File: src/rtl/demultiplexor_pkg.sv
// Shared constants and types for the registered 1:2 stream demultiplexor.
package demultiplexor_pkg;

  localparam logic CH0 = 1'b0;
  localparam logic CH1 = 1'b1;

  localparam int DEPTH = 2;

  typedef enum logic [1:0] {
    EMPTY = 2'd0,
    ONE   = 2'd1,
    FULL  = 2'd2
  } occ_t;

endpackage

File: src/rtl/demux_fifo2.sv
// Two-entry channel buffer: two data registers, occupancy and a read pointer.
module demux_fifo2
  import demultiplexor_pkg::*;
#(
  parameter int N = 5
) (
  input  logic         clk,
  input  logic         rst,
  input  logic         push,
  input  logic [N-1:0] push_data,
  input  logic         pop,
  output logic         full,
  output logic         valid,
  output logic [N-1:0] head_data
);

  logic [N-1:0] mem [DEPTH];
  occ_t         occ;
  logic         rd_ptr;
  logic         wr_ptr;
  logic         do_push;
  logic         do_pop;

  assign valid     = (occ != EMPTY);
  assign full      = (occ == FULL);
  assign head_data = mem[rd_ptr];

  // When full with a simultaneous pop, the write lands in the slot being freed.
  assign wr_ptr  = rd_ptr ^ (occ == ONE);
  assign do_pop  = pop && valid;
  assign do_push = push && (!full || do_pop);

  always_ff @(posedge clk or posedge rst) begin
    if (rst) begin
      mem[0] <= '0;
      mem[1] <= '0;
      occ    <= EMPTY;
      rd_ptr <= 1'b0;
    end else begin
      if (do_push)
        mem[wr_ptr] <= push_data;
      if (do_pop)
        rd_ptr <= ~rd_ptr;
      case ({do_push, do_pop})
        2'b10:   occ <= (occ == EMPTY) ? ONE : FULL;
        2'b01:   occ <= (occ == FULL) ? ONE : EMPTY;
        default: occ <= occ;
      endcase
    end
  end

endmodule

File: src/rtl/demultiplexor.sv
// Registered 1:2 stream demultiplexor with per-channel buffers and transfer counters.
module demultiplexor
  import demultiplexor_pkg::*;
#(
  parameter int N  = 5,
  parameter int CW = 8
) (
  input  logic          clk,
  input  logic          rst,
  input  logic          in_valid,
  output logic          in_ready,
  input  logic          sel,
  input  logic [N-1:0]  in_data,
  output logic          out0_valid,
  input  logic          out0_ready,
  output logic [N-1:0]  out0_data,
  output logic          out1_valid,
  input  logic          out1_ready,
  output logic [N-1:0]  out1_data,
  output logic [CW-1:0] cnt0,
  output logic [CW-1:0] cnt1
);

  logic full0;
  logic full1;
  logic push0;
  logic push1;
  logic pop0;
  logic pop1;

  // Ready depends only on the addressed channel's state, never on out ready.
  assign in_ready = !rst && ((sel == CH1) ? !full1 : !full0);
  assign push0    = in_valid && in_ready && (sel == CH0);
  assign push1    = in_valid && in_ready && (sel == CH1);
  assign pop0     = out0_valid && out0_ready;
  assign pop1     = out1_valid && out1_ready;

  demux_fifo2 #(.N(N)) u_fifo0 (
    .clk       (clk),
    .rst       (rst),
    .push      (push0),
    .push_data (in_data),
    .pop       (pop0),
    .full      (full0),
    .valid     (out0_valid),
    .head_data (out0_data)
  );

  demux_fifo2 #(.N(N)) u_fifo1 (
    .clk       (clk),
    .rst       (rst),
    .push      (push1),
    .push_data (in_data),
    .pop       (pop1),
    .full      (full1),
    .valid     (out1_valid),
    .head_data (out1_data)
  );

  always_ff @(posedge clk or posedge rst) begin
    if (rst) begin
      cnt0 <= '0;
      cnt1 <= '0;
    end else begin
      if (pop0)
        cnt0 <= cnt0 + 1'b1;
      if (pop1)
        cnt1 <= cnt1 + 1'b1;
    end
  end

endmodule

File: config.mk
export PLATFORM = sky130hd
export DESIGN_NAME = demultiplexor
export DESIGN_NICKNAME = d
export VERILOG_FILES = /design/src/rtl/demultiplexor_pkg.sv /design/src/rtl/demux_fifo2.sv /design/src/rtl/demultiplexor.sv
export SDC_FILE = /design/constraint.sdc
export NUM_CORES = 1
export LEC_CHECK = 0
export BUFFER_PORTS_ARGS = -buffer_cell sky130_fd_sc_hd__buf_2
export CORE_MARGIN = 1
export CORE_UTILIZATION = 51
export CTS_BUF_LIST = sky130_fd_sc_hd__clkbuf_4
export CTS_CLUSTER_SIZE = 30
export DETAILED_ROUTE_END_ITERATION = 8
export GPL_TIMING_DRIVEN = 0
export PLACE_DENSITY = 0.84
export SLEW_MARGIN = 20
export SYNTH_ARGS = -nofsm -noshare
export SYNTH_HDL_FRONTEND = slang
export SYNTH_SLANG_ARGS = --single-unit
File: constraint.sdc
create_clock -name clk -period 1.5 [get_ports clk]
set_input_delay 0.075 -clock clk [delete_from_list [all_inputs] [get_ports clk]]
set_output_delay 0.075 -clock clk [all_outputs]
set_load 0.005 [all_outputs]
After elaboration in Yosys (flattened, before gate mapping) --
Cells that the tools add are included. Widths: inputs -> output; s select.
Word-level totals: output and inout bits 29, logic and storage cells 77, bits of input ports 11, bits in registers 42
Operators by class: order comparisons 6, equal/unequal tests 8, mux-type cells 19, bitwise operators 9, reduce and logical (&&, ||, !) cells 23, $add $sub $neg 2
Operators with widths (count):
- $mux 5 | 8
- $bwmux 10 | 2
- $add 8x1->8 const B | 2
- $logic_and 1x1->1 | 12
- $demux 5 s1 | 2
- $eq 2x1->1 const B | 4
- $eq 2x2->1 const B | 4
- $ge 2x2->1 const B | 4
- $not 1->2 | 4
- $pmux 2 s2 | 2
- $reduce_bool 2->1 | 4
- $logic_not 2->1 | 2
- $lt 2x1->1 const B | 2
- $mux 2 | 2
- $logic_not 1->1 | 3
- $mux 1 | 3
- $not 1->1 | 3
- $logic_or 1x1->1 | 2
- $xor 1x1->1 | 2

Logic depth before layout (Yosys ltp) --
Gate-level depths: netlist of the first run.
depth after elaboration 9, mapped depth 8, depth with buffers taken out 7

Hierarchy --
Synthesis of the first run repeated with hierarchy kept, for this count alone.
Unflattened totals: cell total of the unflattened synthesis 167, area, all modules 2142.1 um^2
Modules (own cells, without submodules):
- demux_fifo2 | area an instance 690.7 um^2, cells each 52, times used 2
- demultiplexor | area an instance 760.7 um^2, cells each 63, times used 1

Worst setup path before layout of the first run --
Ideal clock, no wire load.
path kind flip-flop to flip-flop, start register u_fifo1.occ[1], end register u_fifo1.mem[0] in the netlist's numbering, cell stages (with the launch flop) 5, data required time 1.375 ns, arrival time 1.396 ns, library setup time 0.125 ns, path slack -0.021 ns, cells stage by stage dfrtp_1 > buf_6 > or3b_4 > a21oi_4 > mux2_2
Between the ends: word-level cells in the longest chain between the ends 8, elaborated cells between the ends (all ways) 20, those cells by class order compare (2); eq/ne (2); mux (4); bitwise (2); reduce/logical (10)
Ends and longest elaborated chain:
- start: declaration | line demux_fifo2.sv:18 | occ_t occ;
- start signal: assignment | line demux_fifo2.sv:45 | 2'b10: occ <= (occ == EMPTY) ? ONE : FULL;
- start signal: assignment | line demux_fifo2.sv:46 | 2'b01: occ <= (occ == FULL) ? ONE : EMPTY;
- $eq 2x1->1 | line demux_fifo2.sv:29 | assign wr_ptr = rd_ptr ^ (occ == ONE);
- $xor 1x1->1 | line demux_fifo2.sv:29
- $not 1->2 (implied by the code) | line demux_fifo2.sv:41 | mem[wr_ptr] <= push_data;
- $ge 2x2->1 (implied by the code) / $lt 2x1->1 (equally long branches) | line demux_fifo2.sv:41
- $logic_and 1x1->1 (implied by the code) | line demux_fifo2.sv:41
- $mux 5 (implied by the code) | line demux_fifo2.sv:41
- $demux 5 s1 | line demux_fifo2.sv:41
- $bwmux 10 | line demux_fifo2.sv:41
- end signal: indexed assignment | line demux_fifo2.sv:41
- end: declaration | line demux_fifo2.sv:17 | logic [N-1:0] mem [DEPTH];
Several ways; a longest one is shown, not always the timed one. A chain may end at the register's enable or synchronous reset.

Final worst setup path of the first run --
start register u_fifo1.occ[0], end register u_fifo1.mem[4] in the netlist's numbering
Same word-level chain as after synthesis.

==> impl_metrics.ini, run 1 <==
[global_routing]
grt.total_usage_pct = 20.6
grt_pass1_wl_mm = 6.38
grt_start_max_net_pins = 36
antenna_found_initial = 0
grt_pass1_vias = 1398
grt-ovfl-total = 0

[power_and_ir_drop]
peakVddDrop_v = 0.00131
p_int_mw = 3.49
seq_power_share_pct = 39.2
switching_share_pct = 35.4
p_clk_share_pct = 9.7
p_comb_share_pct = 51.1
p_leak_nw = 1.27
switchingPower_mw = 1.91
power_density_nw_per_um2 = 2030

[layout]
final_cells = 276
antenna_cells = 0
post-route-cell-area_um2 = 2660
multi_input_area_um2 = 1020
nets = 242
fillCellCount = 265
syn_to_final_growth_pct = 32.5
final_common_cell = dfrtp_1
drive_gt1_share_pct = 51.3
layout_common_cells = dfrtp_1, buf_2, mux2_2
final-seq-area_um2 = 1060

[placement]
gp_congestion = 0.714
detailed_place.area_um2 = 2280
dp_cells = 252
io_buffers = 39
post-dp-hpwl_mm = 2.57

[critical_path]
max_stage_delay_ps = 460
crit_path_max_fanout = 6
end_kind = flip-flop
worstPathRequired_ps = 1750
path_delay_family = flip-flops
cp.arrival_ps = 1830
crit_path_top_delay_cell = dfrtp_2
crit_buf_inv = 0
critPathKind = flip-flop to flip-flop
cp_cell_sequence = or3b_4 > a21oi_4 > mux2_2
critPathLaunchType = flip-flop

[sta]
slew_violations = 0
period_share_pct = 105
maxSlewHeadroom_pct = 78.4
rsz0062_at_grt = true
setup_viol = 9
setup_ws_ps = -78.8
fmax_ghz = 0.633
finalHoldViolations = 0
worst_pin_slew_ps = 324
finalCriticalPeriod_ps = 1580
worst_clock_skew_ps = 2.23

[floorplan]
ios = 40
die-height_um = 64.8
die_w_um = 64.8
initial_core_util_pct = 54.0
rows = 22
core-area_um2 = 3720
dieArea_um2 = 4190

[clock_network]
clk_path_buf_depth = 2
clock-sinks = 42
root_buffer = clkbuf_4
clk_latency_ps = 350
path_clk_slew_ps = 110
cts_tree = built
htree_levels = 2
numCtsBuffers = 5

[yosys]
yosys.area.top_type = dfrtp_1
yosys_warnings = 0
synth_seq_cells = 42
synth.avg_cell_area_um2 = 12.2
syn-cell-area_um2 = 2010
ys_seq_area_share_pct = 52.3
synth_cells = 164
synth_nets = 179
yosysUniqueCellTypes = 30
synth.top_cell.area_share_pct = 52.3
synthTopCellsByArea = dfrtp_1, mux2_2, xnor2_1

[detailed_routing]
drt_iter0_markers = 39
wirelength_mm = 4.08
via_per_inst = 5.08
dr.pass1.iters = 4
vias = 1403
ant_nets = 0
post_drt_wl_per_cell_um = 14.8
drc = 0

[run_status]
status = finished with violations
failed_checks = setup timing

[job]
drv_cap = 0

[hold_path]
min_path_type = primary input to flip-flop
worst paths after layout:
check	startpoint	to	slack, ps	cells after the start
setup reg to reg	u_fifo1.occ[0]	u_fifo1.mem[4]	-80	3
max in group asynchronous	rst	u_fifo0.occ[0]	890	4
hold reg to reg	cnt1[7]	cnt1[7]	470	1
setup / recovery	u_fifo1.occ[0]	u_fifo1.mem[4]	-80	3
min in group asynchronous	rst	cnt1[4]	180	3
hold / removal	in_data[0]	u_fifo0.mem[0]	20	2
cell usage after synthesis:
master and number:
a21oi_1 4, a21oi_4 1, and2b_2 1, and3_1 2, and4_1 1, buf_2 4
buf_6 2, dfrtp_1 42, ha_1 4, inv_1 5, inv_2 1, mux2_2 31
mux2i_1 1, nand2_1 16, nand2b_1 2, nand3_1 4, nand3b_1 1, nand4_1 5
nor2_1 6, nor2b_1 1, nor3b_1 1, nor3b_4 1, o21a_1 1, o21ai_0 3
o21ai_2 1, or2_1 1, or2_2 1, or3b_4 1, xnor2_1 16, xor2_1 4
through the flow:
step / utilization [%] / total power, mW / hold WS [ps] / setup TNS (ps) / worst slack (ps)
3_3_place_gp: 60.9 / 3.98 / 352 / -5570 / -115
5_1_grt: 71.6 / 5.77 / 10.9 / -1470 / -118
3_5_place_dp: 61.4 / 4.10 / 10.1 / -1380 / -99.8
4_1_cts: 66.9 / 4.81 / 4.34 / -755 / -103
2_1_floorplan: - / 3.41 / 181 / 0 / 0.279
6_report: 71.6 / 5.39 / 22.5 / -318 / -78.8
area by class of cell:
cell class	count	share of cell area [%]
buffer	2	0.706
clock buffer	5	1.41
clock inverter	3	0.423
inverter	6	0.941
multi-input combinational	110	38.4
sequential	42	39.7
tap	48	2.26
timing repair buffer	60	16.2
worst reg2reg max path, stage by stage (launching register included):
cell and delay [ps]:
dfrtp_2 460, or3b_4 410, a21oi_4 230, mux2_2 370
routing by layer:
layer  vias up  track usage (%)  wire length (µm)
met4         0             5.83                82
met1       683             25.1              1780
met2        35             34.4              2040
met3         7             7.04               184
met5         -                0                 0
li1        678                -                 -
logic make-up after synthesis:
| kind of cell | share of synthesized area [%] |
|---|---|
| compound gates | 3.36 |
| xor+xnor | 8.72 |
| fa+ha+maj | 2.49 |
| buf+inv | 3.24 |
| flops | 52.3 |
| mux | 17.9 |
| simple gates | 12.0 |
what timing repair did:
item,in CTS,in global routing
endpoints found under the setup margin,24,38
cloned,0,0
resized for setup,13,39
endpoints found under the hold margin,53,1
setup buffers,9,5
hold buffers,5,1
pin swaps,2,4
registers in the layout, summed over array words and instances, names as in the netlist:
signal,count
u_fifo1.mem,10
u_fifo1.rd_ptr,1
u_fifo0.mem,10
u_fifo0.occ,2
u_fifo1.occ,2
u_fifo0.rd_ptr,1
cnt1,8
cnt0,8
power by group through the flow:
| stage | logic (mW) | registers (mW) | clock network [mW] |
|---|---|---|---|
| 6_report | 2.76 | 2.11 | 0.523 |
| 4_1_cts | 2.26 | 2.02 | 0.533 |
| 2_1_floorplan | 1.47 | 1.94 | 0 |
| 3_5_place_dp | 2.09 | 2.01 | 0 |
| 3_3_place_gp | 2.00 | 1.98 | 0 |
| 5_1_grt | 2.99 | 2.20 | 0.583 |
No activity file was read; power rests on OpenSTA's default activity.
==> run 2, diff against run 1 <==
--- a/config.mk
+++ b/config.mk
@@ -13,6 +13,7 @@
 export DETAILED_ROUTE_END_ITERATION = 8
 export GPL_TIMING_DRIVEN = 0
 export PLACE_DENSITY = 0.84
+export SKIP_CTS_REPAIR_TIMING = 1
 export SLEW_MARGIN = 20
 export SYNTH_ARGS = -nofsm -noshare
 export SYNTH_HDL_FRONTEND = slang
==> run 2 against run 1 <==
  * The flow still finishes with violations (setup timing)
  * Sequential power down 5%
  * Cell area down 1.4%
  * Via count up 1.9%
  * Clock power up 1%
  * Worst setup slack worse by 18 ps
  * Combinational power down 2%
  * Register-to-register slack worse by 20 ps
  * Routed wire length down 0.88%
  * Clock-buffer cell count unchanged
  * Non-clock buffer count down 1
  * Critical path type unchanged
  * Largest cell class unchanged
==> impl_metrics.ini, run 2 (same netlist as run 1, synthesis figures left out) <==
[global_routing]
grt_pass1_vias = 1322
grt_start_max_net_pins = 36
grt-ovfl-total = 0
grt.total_usage_pct = 19.4
grt_pass1_wl_mm = 6.00
antenna_found_initial = 0

[sta]
finalCriticalPeriod_ps = 1600
fmax_ghz = 0.626
period_share_pct = 106
finalHoldViolations = 0
maxSlewHeadroom_pct = 73.8
setup_viol = 13
setup_ws_ps = -96.4
worst_pin_slew_ps = 392
slew_violations = 0
worst_clock_skew_ps = 12.0
rsz0062_at_grt = true

[clock_network]
cts_tree = built
root_buffer = clkbuf_4
path_clk_slew_ps = 120
clock-sinks = 42
clk_latency_ps = 370
numCtsBuffers = 5
htree_levels = 2
clk_path_buf_depth = 2

[critical_path]
cp_cell_sequence = buf_6 > or3b_4 > a21oi_4 > mux2_2
critPathLaunchType = flip-flop
max_stage_delay_ps = 400
worstPathRequired_ps = 1750
crit_path_top_delay_cell = dfrtp_1
end_kind = flip-flop
crit_path_max_fanout = 6
r2r_start = u_fifo1.occ[1]
critPathLaunch = u_fifo1.occ[1]
cp.arrival_ps = 1850
critPathKind = flip-flop to flip-flop

[run_status]
failed_checks = setup timing
status = finished with violations

[layout]
final_common_cell = dfrtp_1
antenna_cells = 0
final_cells = 275
post-route-cell-area_um2 = 2620
layout_common_cells = dfrtp_1, buf_2, mux2_2
top_regs = u_fifo0.mem: 10 flops, u_fifo1.mem: 10 flops
nets = 241
drive_gt1_share_pct = 49.3
syn_to_final_growth_pct = 30.7

[detailed_routing]
post_drt_wl_per_cell_um = 14.7
via_per_inst = 5.20
vias = 1429
dr.pass1.iters = 2
drt_iter0_markers = 48
drc = 0
wirelength_mm = 4.05
ant_nets = 0

[power_and_ir_drop]
power_density_nw_per_um2 = 2000
peakVddDrop_v = 0.00112
p_leak_nw = 1.24
p_total_mw = 5.24

[floorplan]
rows = 22
initial_core_util_pct = 54.0
dieArea_um2 = 4190
die-height_um = 64.8
die_w_um = 64.8
ios = 40
core-area_um2 = 3720

[hold_path]
min_path_type = primary input to flip-flop
min-delay-start = in_data[0]

[placement]
gp_congestion = 0.714
detailed_place.area_um2 = 2280
io_buffers = 39
dp_cells = 252
post-dp-hpwl_mm = 2.57

[job]
drv_cap = 0
-- run 2: worst paths after layout --
kind                       slack, ps              to  cells past startpoint
setup / recovery                -100  u_fifo1.mem[0]                      4
hold / removal                    10  u_fifo0.mem[0]                      2
setup reg to reg                -100  u_fifo1.mem[0]                      4
hold reg to reg                  470         cnt1[7]                      1
max in group asynchronous        880  u_fifo1.mem[6]                      4
min in group asynchronous        170         cnt1[4]                      3
-- run 2: area by class of cell --
cell class	count	area, µm²
buffer	5	48.8
clock buffer	5	37.5
clock inverter	3	11.3
fill	269	1090
inverter	6	25.0
multi-input combinational	110	1010
sequential	42	1050
tap	48	60.1
timing repair buffer	56	383
-- run 2: power by group --
group | internal, mW | switching [mW]
Clock | 0.167 | 0.363
Combinational | 1.58 | 1.13
Sequential | 1.63 | 0.370
-- run 2: worst max-delay path, delay by kind of cell (launching register included) --
kind	cells	cell delay [ps]
AO/OA/AOI/OAI	1	210
buffers and inverters	1	130
multiplexers	1	360
AND/OR/NAND/NOR	1	380
flip-flops	1	400
-- run 2: metal layers --
metal | part of all wire, % | up-vias | GRT usage, % | routed length [µm]
met5 | 0 | - | 0 | 0
met1 | 44 | 701 | 23.2 | 1770
met4 | 2.8 | 0 | 5.83 | 112
met3 | 4.5 | 12 | 7.92 | 183
met2 | 49 | 36 | 31.9 | 1980
li1 | - | 680 | - | -
-- run 2: stage by stage --
step	TNS [ps]	hold slack [ps]	setup slack [ps]	util [%]
final	-804	11.6	-96.4	70.6
after global routing	-2820	21.3	-154	70.6
after CTS	-1830	-389	-123	62.8
after detailed placement	-1380	10.1	-99.8	61.4
after global placement	-5570	352	-115	60.9
after floorplan	0	181	0.279	-
==> run 3, diff against run 2 <==
--- a/config.mk
+++ b/config.mk
@@ -5,6 +5,7 @@
 export SDC_FILE = /design/constraint.sdc
 export NUM_CORES = 1
 export LEC_CHECK = 0
+export ABC_AREA = 1
 export BUFFER_PORTS_ARGS = -buffer_cell sky130_fd_sc_hd__buf_2
 export CORE_MARGIN = 1
 export CORE_UTILIZATION = 51
@@ -12,7 +13,7 @@
 export CTS_CLUSTER_SIZE = 30
 export DETAILED_ROUTE_END_ITERATION = 8
 export GPL_TIMING_DRIVEN = 0
-export PLACE_DENSITY = 0.84
+export PLACE_DENSITY = 0.83
 export SKIP_CTS_REPAIR_TIMING = 1
 export SLEW_MARGIN = 20
 export SYNTH_ARGS = -nofsm -noshare
==> run 3 against run 2 <==
  * Worst setup slack better by 12 ps
  * Critical path depth is 8 higher
  * Flip-flop and latch count stayed put
  * Sequential share of layout area is 2.0 points lower
  * Clock-buffer cell count stayed put
  * The flow finishes with violations (hold timing, setup timing)
  * Register-to-register slack hardly changed
  * Total power is 2.8% higher
  * Clock skew is 9.1 ps lower
==> impl_metrics.ini, run 3 <==
[run_status]
status = finished with violations
failed_checks = hold timing, setup timing

[layout]
antenna_cells = 0
final-seq-area_um2 = 1050
nets = 345
drive_gt1_share_pct = 31.7
fillCellCount = 326
syn_to_final_growth_pct = 27.7
layout_common_cells = nand2_1, dfrtp_1, buf_2
multi_input_area_um2 = 1030
top_regs = u_fifo0.mem: 10 flops, u_fifo1.mem: 10 flops
final_common_cell = nand2_1

[yosys]
synth_nets = 280
synth_ff_type = dfrtp_1
yosysUniqueCellTypes = 26
synth.avg_cell_area_um2 = 8.18
ys_seq_area_share_pct = 48.5
yosys.area.top_type = dfrtp_1
synth_cells = 265
synth_common_cells = nand2_1, dfrtp_1, inv_1, o21ai_0, nand4_1
synthTopCellsByArea = dfrtp_1, nand2_1, inv_1
syn-cell-area_um2 = 2170
yosys_warnings = 0
synth.top_cell.area_share_pct = 48.5
synth.most_common_cell = nand2_1
synth_edf_count = 0
synth_seq_cells = 42
synth_async_sr_flop_share_pct = 100

[sta]
setup_ws_ps = -84.5
hold_ws_ps = -67.5
period_share_pct = 106
worst_clock_skew_ps = 2.89
setup_tns_ps = -106
fmax_ghz = 0.631
maxSlewHeadroom_pct = 30.9
finalHoldViolations = 22
worst_pin_slew_ps = 1030
setup_viol = 2
rsz0062_at_grt = true
finalCriticalPeriod_ps = 1580
slew_violations = 0

[detailed_routing]
drt_iter0_markers = 172
wirelength_mm = 4.66
via_per_inst = 5.06
ant_nets = 0
vias = 1929
drc = 0
dr.pass1.iters = 4
post_drt_wl_per_cell_um = 12.2

[floorplan]
die-height_um = 67.2
core-area_um2 = 4030
rows = 23
ios = 40
initial_core_util_pct = 53.8
die_w_um = 67.2
dieArea_um2 = 4520

[critical_path]
worstPathRequired_ps = 1740
critPathKind = flip-flop to flip-flop
crit_path_top_delay_cell = dfrtp_1
max_stage_delay_ps = 410
cp_cell_sequence = inv_2 > nand3_2 > nand3_2 > nor2_4 > buf_6 > nand2_4 > ha_4 > inv_2 > nand2_2 > inv_2 > o21ai_1 > o21ai_1
crit_path_max_fanout = 4
cpMostUsedCell = inv_2
cp.arrival_ps = 1830
end_kind = flip-flop
critPathLaunchType = flip-flop
r2r_slack_ps = -80

[global_routing]
grt-ovfl-total = 0
grt_pass1_vias = 1646
grt.total_usage_pct = 21.5
grt_pass1_wl_mm = 7.18
antenna_found_initial = 0
grt_start_max_net_pins = 46

[power_and_ir_drop]
power_density_nw_per_um2 = 1950
peakVddDrop_v = 0.00102
p_leak_nw = 1.50

[placement]
gp_congestion = 0.814
post-dp-hpwl_mm = 3.08
dpl_worst_slack_ps = -654
io_buffers = 39

[clock_network]
htree_levels = 2
clk_path_buf_depth = 2
clock-sinks = 42
clk_latency_ps = 340
path_clk_slew_ps = 120
numCtsBuffers = 5
cts_tree = built
root_buffer = clkbuf_4

[hold_path]
min_path_type = primary input to asynchronous set/reset pin

[job]
drv_cap = 0
-- run 3: metrics by stage --
stage | instances | utilization, % | cell area, µm² | total power, mW
2_1_floorplan | 265 | - | 2230 | 3.51
3_3_place_gp | 354 | 61.7 | 2490 | 4.14
3_5_place_dp | 354 | 61.7 | 2490 | 4.25
4_1_cts | 362 | 64.2 | 2590 | 5.14
5_1_grt | 381 | 68.7 | 2770 | 5.90
6_report | 381 | 68.7 | 2770 | 5.39
-- run 3: cell type report --
cell class              count  share of cell area, %
plain buffers               3                  0.813
clock buffers               5                   1.36
clock inverters             3                   2.30
inverters                  40                   5.56
multi-input cells         180                   37.1
flip-flops and latches     42                   38.1
well taps                  50                   2.26
repair buffers             57                   12.3
repair inverters            1                  0.181
-- run 3: worst paths after layout --
kind,startpoint,end,cells after the start
min,rst,cnt0[0],2
min reg2reg,u_fifo0.mem[7],u_fifo0.mem[7],2
max,u_fifo1.occ[0],u_fifo0.occ[0],12
max in group asynchronous,rst,u_fifo0.rd_ptr,3
min in group clk,in_data[1],u_fifo1.mem[1],3
max reg2reg,u_fifo1.occ[0],u_fifo0.occ[0],12
-- run 3: metal layers --
layer | track usage, % | wire length, µm | vias to the layer above
met4 | 8.51 | 40 | 0
met1 | 27.7 | 2150 | 905
met5 | 0 | 0 | -
met3 | 5.41 | 204 | 5
met2 | 34.5 | 2270 | 55
li1 | - | - | 964
-- run 3: power breakdown --
part	total [mW]	switching [mW]	internal, mW
logic	2.43	1.36	1.07
registers	2.08	0.431	1.65
clock network	0.873	0.360	0.514
total	5.39	2.15	3.23
-- run 3: kinds of logic (layout without fill, tap and decap cells) --
family	Yosys count	in the layout	synth area share, %
AND/OR/NAND/NOR	141	141	30.2
buffers and inverters	43	109	7.67
flip-flops	42	42	48.5
AO/OA/AOI/OAI	22	22	5.25
XOR/XNOR	13	13	6.12
adder cells (fa/ha/maj)	4	4	2.31
-- run 3: critical path: cells and delay by family (launching register included) --
family | cells | cell delay (ps)
flip-flops | 1 | 410
buffers and inverters | 4 | 270
adder cells (fa/ha/maj) | 1 | 280
AO/OA/AOI/OAI | 2 | 140
AND/OR/NAND/NOR | 5 | 380
